**config.mk**
```make
export PLATFORM = sky130hd
export DESIGN_NAME = cpu_sequencer_flat
export DESIGN_NICKNAME = d
export VERILOG_FILES = /design/src/rtl/cpu_sequencer_if.sv /design/src/rtl/cpu_sequencer.sv /design/src/flat_wrapper.sv
export SDC_FILE = /design/constraint.sdc
export NUM_CORES = 1
export LEC_CHECK = 0
export BUFFER_PORTS_ARGS = -buffer_cell sky130_fd_sc_hd__buf_2
export CORE_ASPECT_RATIO = 0.7
export CORE_MARGIN = 4
export CORE_UTILIZATION = 35
export DETAILED_ROUTE_END_ITERATION = 8
export PLACE_DENSITY = 0.6
export SETUP_SLACK_MARGIN = 0.5
export SYNTH_ARGS = -nofsm -noshare
export SYNTH_HDL_FRONTEND = slang
export SYNTH_SLANG_ARGS = --single-unit
```
**constraint.sdc**
```tcl
create_clock -name clk -period 3.3 [get_ports clk]
set_input_delay 0.495 -clock clk [delete_from_list [all_inputs] [get_ports clk]]
set_output_delay 0.495 -clock clk [all_outputs]
set_load 0.03 [all_outputs]
```
**src/rtl/cpu_sequencer_if.sv**
```systemverilog
// rtl/cpu_sequencer_if.sv - sequencer <-> memory/datapath signal bundle
interface cpu_sequencer_if;
    logic        run;
    logic [31:0] imem_rdata;
    logic        imem_ack;
    logic        dmem_ack;
    logic        zero;
    logic [15:0] reg_a_val;
    logic [15:0] pc;
    logic        imem_req;
    logic [31:0] ir;
    logic        dmem_req;
    logic        dmem_we;
    logic        rf_we;
    logic [2:0]  state;
    logic        fault;

    modport master (
        input  run, imem_rdata, imem_ack, dmem_ack, zero, reg_a_val,
        output pc, imem_req, ir, dmem_req, dmem_we, rf_we, state, fault
    );

    modport slave (
        output run, imem_rdata, imem_ack, dmem_ack, zero, reg_a_val,
        input  pc, imem_req, ir, dmem_req, dmem_we, rf_we, state, fault
    );
endinterface

```
**src/rtl/cpu_sequencer.sv**
```systemverilog
// rtl/cpu_sequencer.sv - fetch/exec/mem/wb control sequencer; optional watchdog under SEQ_WATCHDOG_EN
module cpu_sequencer #(
    parameter int TIMEOUT = 15
) (
    input  logic              clk,
    input  logic              rst,
    cpu_sequencer_if.master   io_bus
);

    typedef enum logic [2:0] {
        S_IDLE  = 3'd0,
        S_FETCH = 3'd1,
        S_EXEC  = 3'd2,
        S_MEM   = 3'd3,
        S_WB    = 3'd4,
        S_FAULT = 3'd5
    } state_t;

    state_t      r_state;
    state_t      w_state_next;
    logic [15:0] r_pc;
    logic [15:0] w_pc_next;
    logic [31:0] r_ir;
    logic [31:0] w_ir_next;
    logic        r_dmem_we;
    logic        w_dmem_we_next;
    logic        w_imem_req;
    logic        w_dmem_req;
    logic        w_rf_we;
    logic        w_timeout;
    logic [4:0]  w_op;
    logic [15:0] w_off;
    logic [15:0] w_pc_inc;
    logic [15:0] w_pc_rel;

    assign w_op     = r_ir[31:27];
    assign w_off    = r_ir[18:3];
    assign w_pc_inc = r_pc + 16'd1;
    assign w_pc_rel = r_pc + w_off;

`ifdef SEQ_WATCHDOG_EN
    localparam int WD_W = (TIMEOUT < 2) ? 1 : $clog2(TIMEOUT + 1);

    logic [WD_W-1:0] r_wd_cnt;

    // Timeout fires on the TIMEOUT-th waiting cycle; an ack in that cycle is checked first
    assign w_timeout    = (r_wd_cnt == WD_W'(TIMEOUT - 1));
    assign io_bus.fault = (r_state == S_FAULT);

    // Wait-cycle counter: runs in FETCH/MEM, restarts on every state change
    always_ff @(posedge clk) begin
        if (rst || (w_state_next != r_state)) begin
            r_wd_cnt <= '0;
        end else if ((r_state == S_FETCH) || (r_state == S_MEM)) begin
            r_wd_cnt <= r_wd_cnt + WD_W'(1);
        end
    end
`else
    // Without the watchdog, waits are unbounded; TIMEOUT has no effect on this build
    assign w_timeout    = 1'b0 && (TIMEOUT > 0);
    assign io_bus.fault = 1'b0;
`endif

    // State and datapath-control registers; reset abandons any in-flight access
    always_ff @(posedge clk) begin
        if (rst) begin
            r_state   <= S_IDLE;
            r_pc      <= 16'd0;
            r_ir      <= 32'd0;
            r_dmem_we <= 1'b0;
        end else begin
            r_state   <= w_state_next;
            r_pc      <= w_pc_next;
            r_ir      <= w_ir_next;
            r_dmem_we <= w_dmem_we_next;
        end
    end

    // Next-state, pc update and request/strobe decode
    always_comb begin
        w_state_next   = r_state;
        w_pc_next      = r_pc;
        w_ir_next      = r_ir;
        w_dmem_we_next = r_dmem_we;
        w_imem_req     = 1'b0;
        w_dmem_req     = 1'b0;
        w_rf_we        = 1'b0;
        case (r_state)
            S_IDLE: begin
                if (io_bus.run) w_state_next = S_FETCH;
            end
            S_FETCH: begin
                w_imem_req = 1'b1;
                if (io_bus.imem_ack) begin
                    w_ir_next    = io_bus.imem_rdata;
                    w_state_next = S_EXEC;
                end else if (w_timeout) begin
                    w_state_next = S_FAULT;
                end
            end
            S_EXEC: begin
                w_state_next = S_FETCH;
                case (w_op) inside
                    5'd0: begin
                        w_state_next = S_IDLE;
                    end
                    [5'd2:5'd16]: begin
                        w_state_next = S_WB;
                    end
                    5'd17: begin
                        w_dmem_we_next = 1'b0;
                        w_state_next   = S_MEM;
                    end
                    5'd18: begin
                        w_dmem_we_next = 1'b1;
                        w_state_next   = S_MEM;
                    end
                    5'd19: w_pc_next = io_bus.reg_a_val;
                    5'd21: w_pc_next = io_bus.zero ? w_pc_rel : w_pc_inc;
                    5'd22: w_pc_next = io_bus.zero ? w_pc_inc : w_pc_rel;
                    5'd23: w_pc_next = w_pc_rel;
                    default: w_pc_next = w_pc_inc;
                endcase
            end
            S_MEM: begin
                w_dmem_req = 1'b1;
                if (io_bus.dmem_ack) begin
                    if (r_dmem_we) begin
                        w_pc_next    = w_pc_inc;
                        w_state_next = S_FETCH;
                    end else begin
                        w_state_next = S_WB;
                    end
                end else if (w_timeout) begin
                    w_state_next = S_FAULT;
                end
            end
            S_WB: begin
                w_rf_we      = 1'b1;
                w_pc_next    = w_pc_inc;
                w_state_next = S_FETCH;
            end
            S_FAULT: begin
                w_state_next = S_FAULT;
            end
            default: begin
                w_state_next = S_IDLE;
            end
        endcase
    end

    assign io_bus.pc       = r_pc;
    assign io_bus.ir       = r_ir;
    assign io_bus.imem_req = w_imem_req;
    assign io_bus.dmem_req = w_dmem_req;
    assign io_bus.dmem_we  = r_dmem_we;
    assign io_bus.rf_we    = w_rf_we;
    assign io_bus.state    = r_state;

endmodule

```
**src/flat_wrapper.sv**
```systemverilog
// flat-port wrapper written by rule: the top's interface ports become plain ports
module cpu_sequencer_flat 
#(
    parameter int TIMEOUT = 15
)
  (clk, rst, io_bus_run, io_bus_imem_rdata, io_bus_imem_ack, io_bus_dmem_ack, io_bus_zero, io_bus_reg_a_val, io_bus_pc, io_bus_imem_req, io_bus_ir, io_bus_dmem_req, io_bus_dmem_we, io_bus_rf_we, io_bus_state, io_bus_fault);
  cpu_sequencer_if io_bus_i ();
  input  logic clk;
  input  logic rst;
  input wire logic [$bits(io_bus_i.run)-1:0] io_bus_run;
  input wire logic [$bits(io_bus_i.imem_rdata)-1:0] io_bus_imem_rdata;
  input wire logic [$bits(io_bus_i.imem_ack)-1:0] io_bus_imem_ack;
  input wire logic [$bits(io_bus_i.dmem_ack)-1:0] io_bus_dmem_ack;
  input wire logic [$bits(io_bus_i.zero)-1:0] io_bus_zero;
  input wire logic [$bits(io_bus_i.reg_a_val)-1:0] io_bus_reg_a_val;
  output wire logic [$bits(io_bus_i.pc)-1:0] io_bus_pc;
  output wire logic [$bits(io_bus_i.imem_req)-1:0] io_bus_imem_req;
  output wire logic [$bits(io_bus_i.ir)-1:0] io_bus_ir;
  output wire logic [$bits(io_bus_i.dmem_req)-1:0] io_bus_dmem_req;
  output wire logic [$bits(io_bus_i.dmem_we)-1:0] io_bus_dmem_we;
  output wire logic [$bits(io_bus_i.rf_we)-1:0] io_bus_rf_we;
  output wire logic [$bits(io_bus_i.state)-1:0] io_bus_state;
  output wire logic [$bits(io_bus_i.fault)-1:0] io_bus_fault;
  assign io_bus_i.run = io_bus_run;
  assign io_bus_i.imem_rdata = io_bus_imem_rdata;
  assign io_bus_i.imem_ack = io_bus_imem_ack;
  assign io_bus_i.dmem_ack = io_bus_dmem_ack;
  assign io_bus_i.zero = io_bus_zero;
  assign io_bus_i.reg_a_val = io_bus_reg_a_val;
  assign io_bus_pc = io_bus_i.pc;
  assign io_bus_imem_req = io_bus_i.imem_req;
  assign io_bus_ir = io_bus_i.ir;
  assign io_bus_dmem_req = io_bus_i.dmem_req;
  assign io_bus_dmem_we = io_bus_i.dmem_we;
  assign io_bus_rf_we = io_bus_i.rf_we;
  assign io_bus_state = io_bus_i.state;
  assign io_bus_fault = io_bus_i.fault;
  cpu_sequencer #(.TIMEOUT(TIMEOUT)) u_core (.clk(clk), .rst(rst), .io_bus(io_bus_i));
endmodule
```
==> flow_summary.toml <==
[run_status]
status = "finished, final reports clean"

[critical_path]
worstSetupPathType = "register to register"
critPathTopFamily = "compound AO/OA/AOI/OAI gates"
critPathMaxFanout = 18
crit_path_top_delay_cell = "o221ai_2"
cp-start-kind = "register"
required_ps = 3470
path_cells = "clkinv_1 > nand3_4 > nor3_4 > o221ai_2 > buf_4 > a211o_1 > a21oi_1"
cp-end-kind = "register"
crit_buf_inv = 2
arrival_ps = 2730
cpPeakStageDelay_ps = 720

[global_route]
grt_start_max_net_pins = 33
grtUsageTotal_pct = 19.1
grt_pass1_vias = 3549
globalRouteMet2Util_pct = 28.2
use_met1_pct = 27.4
met3_usage_pct = 4.96
busiest_layer = "met2"
grt_pass1_wl_mm = 18.0
overflow = 0
antenna_found_initial = 1

[clocking]
cts_tree = "done"
clk_pin_slew_ps = 70
cts-root-buf = "clkbuf_16"
htree_levels = 2
cts_max_path_buffers = 2
cts.sink_count = 52
numCtsBuffers = 5
clk_latency_ps = 300

[synthesis]
synthTopCellsByCount = "nand2_1 (95), a21oi_1 (66), dfxtp_1 (52)"
yosysUniqueCellTypes = 61
yosysMostFrequentCell = "nand2_1"
syn_area_per_cell_um2 = 7.59
synth_top_area_share_pct = 30.4
synth-async-reset-ratio_pct = 0
ys_seq_area_share_pct = 30.4
synthesis.instances = 452
syn_nets = 523
netlist_area_um2 = 3430
ys_warn_count = 0
synthFlopType = "dfxtp_1"
yosys-top-cells-area = "dfxtp_1 (30%), nand2_1 (10%), a21oi_1 (9.6%)"
ys_seq_elements = 52
yosysTopAreaCell = "dfxtp_1"
synth_edf_count = 0

[timing]
max_freq_ghz = 0.390
slew_violations = 0
worst_pin_slew_ps = 928
final-setup-viol-count = 0
setup_ws_ps = 736
fin_tns_setup_ps = 0
slew_headroom_pct = 38.1
fin_crit_sh_pct = 77.7
finalClockSkew_ps = 5.20
hold_viol = 0
period_minus_slack_ps = 2560
rsz0062_at_grt = "false"

[detailed_routing]
wl_per_cell_um = 16.4
drt_first_pass_iters = 5
routed_wl_mm = 11.1
ant_nets = 0
drc = 0
avgViaCountPerCell = 5.50
vias = 3716
drt-initial-drc-count = 198

[power_and_ir_drop]
power.leakage_nw = 1.84
p_seq_share_pct = 43.1
power.total_w = 0.00167
internal_power_w = 0.00108
ir_drop_mv = 0.212
p_sw_w = 0.000583
powerDensity_nw_per_um2 = 398
switching_share_pct = 35.0
pwr-share-clk_pct = 33.4
combPwrFrac_pct = 23.5

[die]
start_util_pct = 36.9
die_w_um = 126
chipHeight_um = 90.8
core_area_um2 = 9290
rows = 29
dieArea_um2 = 11500
io-pin-count = 110

[place]
io_buffers = 108
place_congestion = 0.873
pre_cts_ws_ps = 582
hpwlAfterDp_mm = 8.41
place_inst = 667

[finish]
nNetsFinal = 621
finalNonFillerCells = 676
drive_above_1_share_pct = 25.2
area_growth_pct = 22.1

[min_path]
hold_class = "primary input to register"

[flow_run]
drv_cap = 0
[cell families after synthesis]
group                      after synthesis  share of synthesized area (%)
AOI/OAI and AO/OA                      146                           26.7
xor gates and xnor gates                19                           4.85
other                                    1                          0.109
adders and majority gates               17                           6.42
and+or+nand+nor                        183                           25.9
muxes                                    1                          0.328
DFF                                     52                           30.4
buffers and inverters                   33                           5.33
[flip-flops by register name (all words and copies together), names as in the netlist]
signal,count
u_core.io_bus.dmem_we,1
u_core.io_bus.ir,32
u_core.io_bus.state,3
u_core.io_bus.pc,16
[worst paths after layout]
check	startpoint	to	slack (ps)	depth (start not counted)
hold reg to reg	u_core.io_bus.ir[19]	u_core.io_bus.ir[19]	450	2
setup / recovery	u_core.io_bus.state[0]	u_core.io_bus.pc[9]	740	7
hold / removal	io_bus_imem_rdata[31]	u_core.io_bus.ir[31]	420	3
setup reg to reg	u_core.io_bus.state[0]	u_core.io_bus.pc[9]	740	7
[placed cells by master (no fill, tap or decap), types with 12 or more instances in the layout]
master and instances:
buf_2 108, nand2_1 95, a21oi_1 66, dfxtp_1 52, nor2_1 25, o21ai_0 18, ha_1 16, nor3_1 14
xor2_1 12, nand3_1 12, o22ai_1 12
[stage by stage]
stage               area (µm²)  hold slack (ps)  utilization, %
finish                    4190              423            45.1
global route              4190              420            45.1
CTS                       4180              414            45.0
detailed placement        4030              445            43.4
global placement          4030              440            43.4
floorplan                 3430              584               -
[area by class of cell]
type	instances	area [µm²]
fillers	971	5100
multi-input cells	367	2210
flip-flops and latches	52	1040
repair buffers	116	601
well taps	124	155
clock buffers	5	125
inverters	8	30.0
clock inverters	3	25.0
diodes	1	2.50
[worst min-delay path: cells and delay by family]
| kind | cells | cell delay [ps] |
|---|---|---|
| buffers and inverters | 1 | 90 |
| AND/OR/NAND/NOR | 1 | 40 |
| AO/OA/AOI/OAI | 1 | 50 |
[metal layers]
layer	vias to the layer above	wire length, µm
li1	1842	-
met1	1727	5520
met2	136	4610
met3	11	801
met5	-	0
met4	0	146
[power by group through the flow]
| stage | logic (W) | registers [W] | clock network, W |
|---|---|---|---|
| 2_1_floorplan | 0.000226 | 0.000781 | 0 |
| 3_3_place_gp | 0.000389 | 0.000730 | 0 |
| 3_5_place_dp | 0.000392 | 0.000733 | 0 |
| 4_1_cts | 0.000393 | 0.000718 | 0.000570 |
| 5_1_grt | 0.000428 | 0.000726 | 0.000594 |
| 6_report | 0.000392 | 0.000718 | 0.000557 |
[what timing repair did]
item                                    4_1_cts  5_1_grt
hold buffers                                  0        0
endpoints found under the setup margin        0        4
buffers inserted                              0        0
resized for setup                             0        2
(Power assumes the default switching activity.)
